[src/rtl/dmem_port_arbiter.sv]
// Shares the data memory between the MEM stage (priority) and an external port;
// EXT gets a one-cycle grant, ack one cycle later, forced after STARVE_LIMIT lost cycles.
module dmem_port_arbiter #(
  parameter int ADDR_W       = 32,
  parameter int DATA_W       = 32,
  parameter int STARVE_LIMIT = 8,
  parameter int CNT_W        = 4
) (
  input  logic              Clk,
  input  logic              Reset,
  input  logic              cpu_req,
  input  logic              cpu_we,
  input  logic [ADDR_W-1:0] cpu_addr,
  input  logic [DATA_W-1:0] cpu_wdata,
  output logic [DATA_W-1:0] cpu_rdata,
  output logic              cpu_stall,
  input  logic              ext_req,
  input  logic              ext_we,
  input  logic [ADDR_W-1:0] ext_addr,
  input  logic [DATA_W-1:0] ext_wdata,
  output logic              ext_ack,
  output logic [DATA_W-1:0] ext_rdata,
  output logic [ADDR_W-1:0] mem_addr,
  output logic [DATA_W-1:0] mem_wdata,
  output logic              mem_we,
  output logic              mem_re,
  input  logic [DATA_W-1:0] mem_rdata
);

  typedef enum logic {IDLE = 1'b0, ACK = 1'b1} state_t;

  localparam logic [CNT_W-1:0] LIMIT = CNT_W'(STARVE_LIMIT);

  state_t           state;
  logic [CNT_W-1:0] starve_cnt;
  logic             ext_win;

  // The counter saturates at LIMIT, so equality is the same as ">=" here.
  assign ext_win   = (state == IDLE) && ext_req && (!cpu_req || (starve_cnt == LIMIT));
  assign cpu_rdata = mem_rdata;

  always_comb begin
    mem_addr  = '0;
    mem_wdata = '0;
    mem_we    = 1'b0;
    mem_re    = 1'b0;
    cpu_stall = 1'b0;
    if (ext_win) begin
      mem_addr  = ext_addr;
      mem_wdata = ext_wdata;
      mem_we    = ext_we;
      mem_re    = !ext_we;
      cpu_stall = cpu_req;
    end else if (cpu_req) begin
      mem_addr  = cpu_addr;
      mem_wdata = cpu_wdata;
      mem_we    = cpu_we;
      mem_re    = !cpu_we;
    end
  end

  always_ff @(posedge Clk or negedge Reset) begin
    if (!Reset) begin
      state      <= IDLE;
      starve_cnt <= '0;
      ext_ack    <= 1'b0;
      ext_rdata  <= '0;
    end else if (state == IDLE) begin
      if (ext_win) begin
        state     <= ACK;
        ext_ack   <= 1'b1;
        ext_rdata <= mem_rdata;
      end else if (ext_req && cpu_req && (starve_cnt != LIMIT)) begin
        starve_cnt <= starve_cnt + CNT_W'(1);
      end
    end else begin
      // ACK cycle: the CPU is served combinationally; EXT cannot win again until IDLE.
      state      <= IDLE;
      ext_ack    <= 1'b0;
      starve_cnt <= '0;
    end
  end

endmodule

[config.mk]
export PLATFORM = sky130hd
export DESIGN_NAME = dmem_port_arbiter
export DESIGN_NICKNAME = d
export VERILOG_FILES = /design/src/rtl/dmem_port_arbiter.sv
export SDC_FILE = /design/constraint.sdc
export NUM_CORES = 1
export LEC_CHECK = 0
export CORE_AREA = 8 8 108 110
export DETAILED_ROUTE_END_ITERATION = 8
export DIE_AREA = 0 0 116 118
export PLACE_DENSITY = 0.77
export SETUP_SLACK_MARGIN = 0.1
export SLEW_MARGIN = 20
export SYNTH_ARGS = -nofsm -noshare
export SYNTH_HDL_FRONTEND = slang
export SYNTH_SLANG_ARGS = --single-unit
[constraint.sdc]
create_clock -name Clk -period 2.54 [get_ports Clk]
set_input_delay 0.508 -clock Clk [delete_from_list [all_inputs] [get_ports Clk]]
set_output_delay 0.508 -clock Clk [all_outputs]
set_load 0.005 [all_outputs]
* After elaboration in Yosys (flattened, before gate mapping) *
Cells that the tools add are included.

word-level totals
  output and inout bits = 132
  flip-flop bits (word level) = 38
  input bits = 166
  word-level logic and storage cells = 37

operators by class
  bitwise logic cells = 1
  reduce and logical (&&, ||, !) cells = 12
  add/subtract/negate cells = 1
  multiplexer cells = 16
  eq/ne operators = 3

operators by type and width
  operator                                      number
  2-to-1 mux 32 bit                             4
  2-to-1 mux 4 bit                              3
  2-to-1 mux 1 bit                              9
  adder 4 x 1 -> 4 bit (second input constant)  1
  == test 4 bit (second input constant)         1
  logical AND 1 bit                             4
  != test 4 bit (second input constant)         1
  AND reduction 2 bit                           2
  nonzero test 2 bit                            2
  zero test 1 bit                               3
  != test 2 bit (second input constant)         1
  logical OR 1 bit                              1
  NOT 1 bit                                     1

* Logic depth before layout (Yosys ltp) *
  word-level depth = 5
  mapped depth = 8
  gate-level depth less buffers = 6

* Least setup slack after synthesis *
No wires, ideal clock.

  path kind = reg2out
  start point = reg starve_cnt[0]
  end point = out mem_addr[12]
  path buffers = 2
  setup slack = 572 ps
  arrival time = 1460 ps
  data required time = 2032 ps
  stages on the path, launching flop included = 8
  path through = dfrtp_1 inv_1 ha_1 and3b_2 a31oi_4 buf_6 buf_6 a22o_1

on the way
  word-level cells in the longest chain between the ends = 4

RTL lines
  item                    RTL line  source
  start, declared         35        logic [CNT_W-1:0] starve_cnt;
  start signal, assigned  74        starve_cnt <= starve_cnt + CNT_W'(1);
  == test 4 bit           39        assign ext_win = (state == IDLE) && ext_req && (!cpu_req || (starve_cnt == LIMIT));
  logical OR 1 bit        39
  logical AND 1 bit       39
  2-to-1 mux 32 bit       48        if (ext_win) begin
  end, declared           23        output logic [ADDR_W-1:0] mem_addr,

Every way passes these cells.

* Worst setup path in the final report *
  start point = reg starve_cnt[0]
  end point = out mem_wdata[10]

on the way
  word-level cells in the longest chain between the ends = 4

RTL lines
  item               RTL line  source
  == test 4 bit      39
  logical OR 1 bit   39
  logical AND 1 bit  39
  2-to-1 mux 32 bit  48
  end, declared      24        output logic [DATA_W-1:0] mem_wdata,

Every way passes these cells.

==> reports/metrics.cfg <==
[setup_path]
regToRegSetupSlack_ps = 200
start_kind = flop
crit_required_ps = 2030
path_max_fanout = 6
worst-endpoint-arrival_ps = 2030
end_kind = output pin
path_class = reg -> out

[cts]
h-tree-depth = 2
cts_tree = done
path_clk_slew_ps = 70
cts_buffer_depth = 2
ctsHoldBuffers = 0
clock-sinks = 38
clk_latency_ps = 280
cts_root_buf = clkbuf_8
cts_inserted_buffers = 5

[sta]
worstMarginPinSlew_ps = 857
maxSlewHeadroom = 0.429
hold_viol_final = 0
drv_slew = 0
min_period_over_period = 0.998
fin_worst_skew_ps = 11.4
tns_ps = 0
layout_min_cycle_time_ps = 2530
max_freq_mhz = 395
rsz0062_at_grt = yes
setup-violations-final = 0

[placement]
dpl.cell_count = 610
place.gp.congestion = 0.971
io_buffers = 297
placed_cell_area_um2 = 5350
dpl.hpwl_um = 12100

[route]
drtIter0Drc = 154
wl_um = 15600
via_per_inst = 4.70
drtPass1Iterations = 4
wire_per_inst_um = 24.1
drcViolationCount = 0
vias = 3043
postRouteAntennaNets = 0

[grt]
grt_max_degree = 39
grt_first_pass_wirelength_um = 22000
grtUsageTotal = 0.215
antenna_found_initial = 3
grt-ovfl-total = 0
grt_pass1_vias = 3354

[synthesis]
syn_inst = 214
ys.flop_type = dfrtp_1
netlist_top_cells_count = 65 x a22o_1, 38 x dfrtp_1, 32 x buf_4, 32 x mux2_2, 11 x buf_6
yosysTopAreaCell = dfrtp_1
yosysTopAreaCellShare = 0.384
yosysMostFrequentCell = a22o_1
ys_seq_area_frac = 0.384
yosys-top-cells-area = dfrtp_1 38%, a22o_1 23%, mux2_2 15%, buf_4 9.7%, buf_6 5.0%
synth_compound_area_frac = 0.265
synth_top_family_by_area = compound AO/OA/AOI/OAI gates
synth_nets = 382
synth_cell_types = 25
yosys.area_share.simple = 0.0268
avgSynthCellArea_um2 = 11.6
synth_fa_ha_area_frac = 0.0101
synth-edff-count = 0
synth_xor_area_frac = 0
yosys-mux-area-fraction = 0.146
ys_ff_latch = 38
synthArstFlopShare = 1.00
synth_warnings = 0
synth_area_um2 = 2470

[status]
status = finished clean

[floorplanning]
initial_core_util = 0.247
die_area_um2 = 13700
core_um2 = 10000
pin_count = 298
die_w_um = 116
die_h_um = 118
fp-row-count = 37

[layout]
instances_no_fill = 648
nFillCells = 902
multi_input_area_um2 = 1120
areaGrowthSynthToFinish_pct = 127
fin_area_um2 = 5620
seqCellArea_um2 = 951
drive_above_1_share = 0.298
layout.nets = 678

[power]
p_leak_nw = 2.45
max-vdd-ir-drop_mv = 0.402
p_per_area_nw_per_um2 = 406

[job]
max_cap_viol_count = 0

[min_path]
hold_path_class = in -> async

-- cells in the final DEF, fill, tap and decap left out, types with 2 or more instances in the layout --
| cell | n |
|---|---|
| a21oi_1 | 3 |
| a22o_1 | 64 |
| buf_12 | 6 |
| buf_16 | 6 |
| buf_2 | 62 |
| buf_4 | 10 |
| buf_6 | 15 |
| buf_8 | 3 |
| clkbuf_1 | 2 |
| clkbuf_16 | 3 |
| clkbuf_2 | 3 |
| clkbuf_8 | 5 |
| clkdlybuf4s50_1 | 227 |
| dfrtp_1 | 38 |
| diode_2 | 2 |
| dlygate4sd2_1 | 2 |
| inv_1 | 4 |
| mux2_2 | 32 |
| nand3_1 | 2 |
| o21ai_0 | 4 |
| or3_1 | 2 |
-- per-layer routing --
| metal | share of wire | wire length, um | track usage |
|---|---|---|---|
| met5 | 0.0017 | 27 | 0 |
| met4 | 0.018 | 282 | 0.0592 |
| met3 | 0.12 | 1810 | 0.0929 |
| met2 | 0.50 | 7820 | 0.377 |
| met1 | 0.36 | 5690 | 0.225 |
-- final cells by class --
class	count	area share
antenna	2	0.000890
clock buffer	7	0.0136
inverter	5	0.00423
multi-input combinational	122	0.199
sequential	38	0.169
tap	136	0.0303
timing repair buffer	338	0.583
-- power breakdown --
| part | internal (mW) | leakage [nW] | switching (mW) |
|---|---|---|---|
| Combinational | 0.758 | 1.96 | 0.370 |
| Sequential | 0.714 | 0.454 | 0.0582 |
| Clock | 0.189 | 0.0383 | 0.195 |
| Total | 1.66 | 2.45 | 0.623 |
-- critical path, stage by stage, from the launching register on --
cell and delay (ps):
dfrtp_1 340, inv_1 50, ha_2 190, buf_6 110
nand3b_1 120, a21o_2 200, clkinv_4 120, buf_16 160
clkbuf_16 150, a22o_1 180, buf_2 130
-- cell families (layout without fill, tap and decap cells) --
family | Yosys count | count (layout)
AO/OA/AOI/OAI | 77 | 77
buffers and inverters | 54 | 350
flip-flops | 38 | 38
other | 0 | 2
multiplexers | 32 | 32
AND/OR/NAND/NOR | 11 | 11
adder cells (fa/ha/maj) | 2 | 2
-- through the flow --
step	hold slack (ps)	setup WS [ps]	util	power [mW]
floorplan	212	572	-	1.11
global placement	471	-322	0.535	1.86
detailed placement	471	-304	0.535	1.88
CTS	357	-42.9	0.551	2.28
global route	402	-83.4	0.562	2.41
finish	331	5.98	0.562	2.28
-- state kept, by name (all words and copies together), names as in the netlist --
register and cells:
ext_ack 1, state 1, ext_rdata 32, starve_cnt 4
-- final timing paths --
kind,startpoint,to,cells after the start
max,starve_cnt[0],mem_wdata[10],10
min,Reset,ext_rdata[24],1
max reg2reg,starve_cnt[0],ext_rdata[20],11
min reg2reg,ext_ack,ext_ack,1
max in group asynchronous,Reset,ext_rdata[12],1
min in group Clk,ext_ack,ext_ack,1
-- repair_timing --
| item | CTS | global route |
|---|---|---|
| buffers inserted | 16 | 5 |
| resized for setup | 286 | 18 |
| endpoints found under the setup margin | 67 | 65 |
| pin swaps | 43 | 16 |
| cloned | 7 | 3 |
Note: power is estimated with default switching activity, not from simulation.
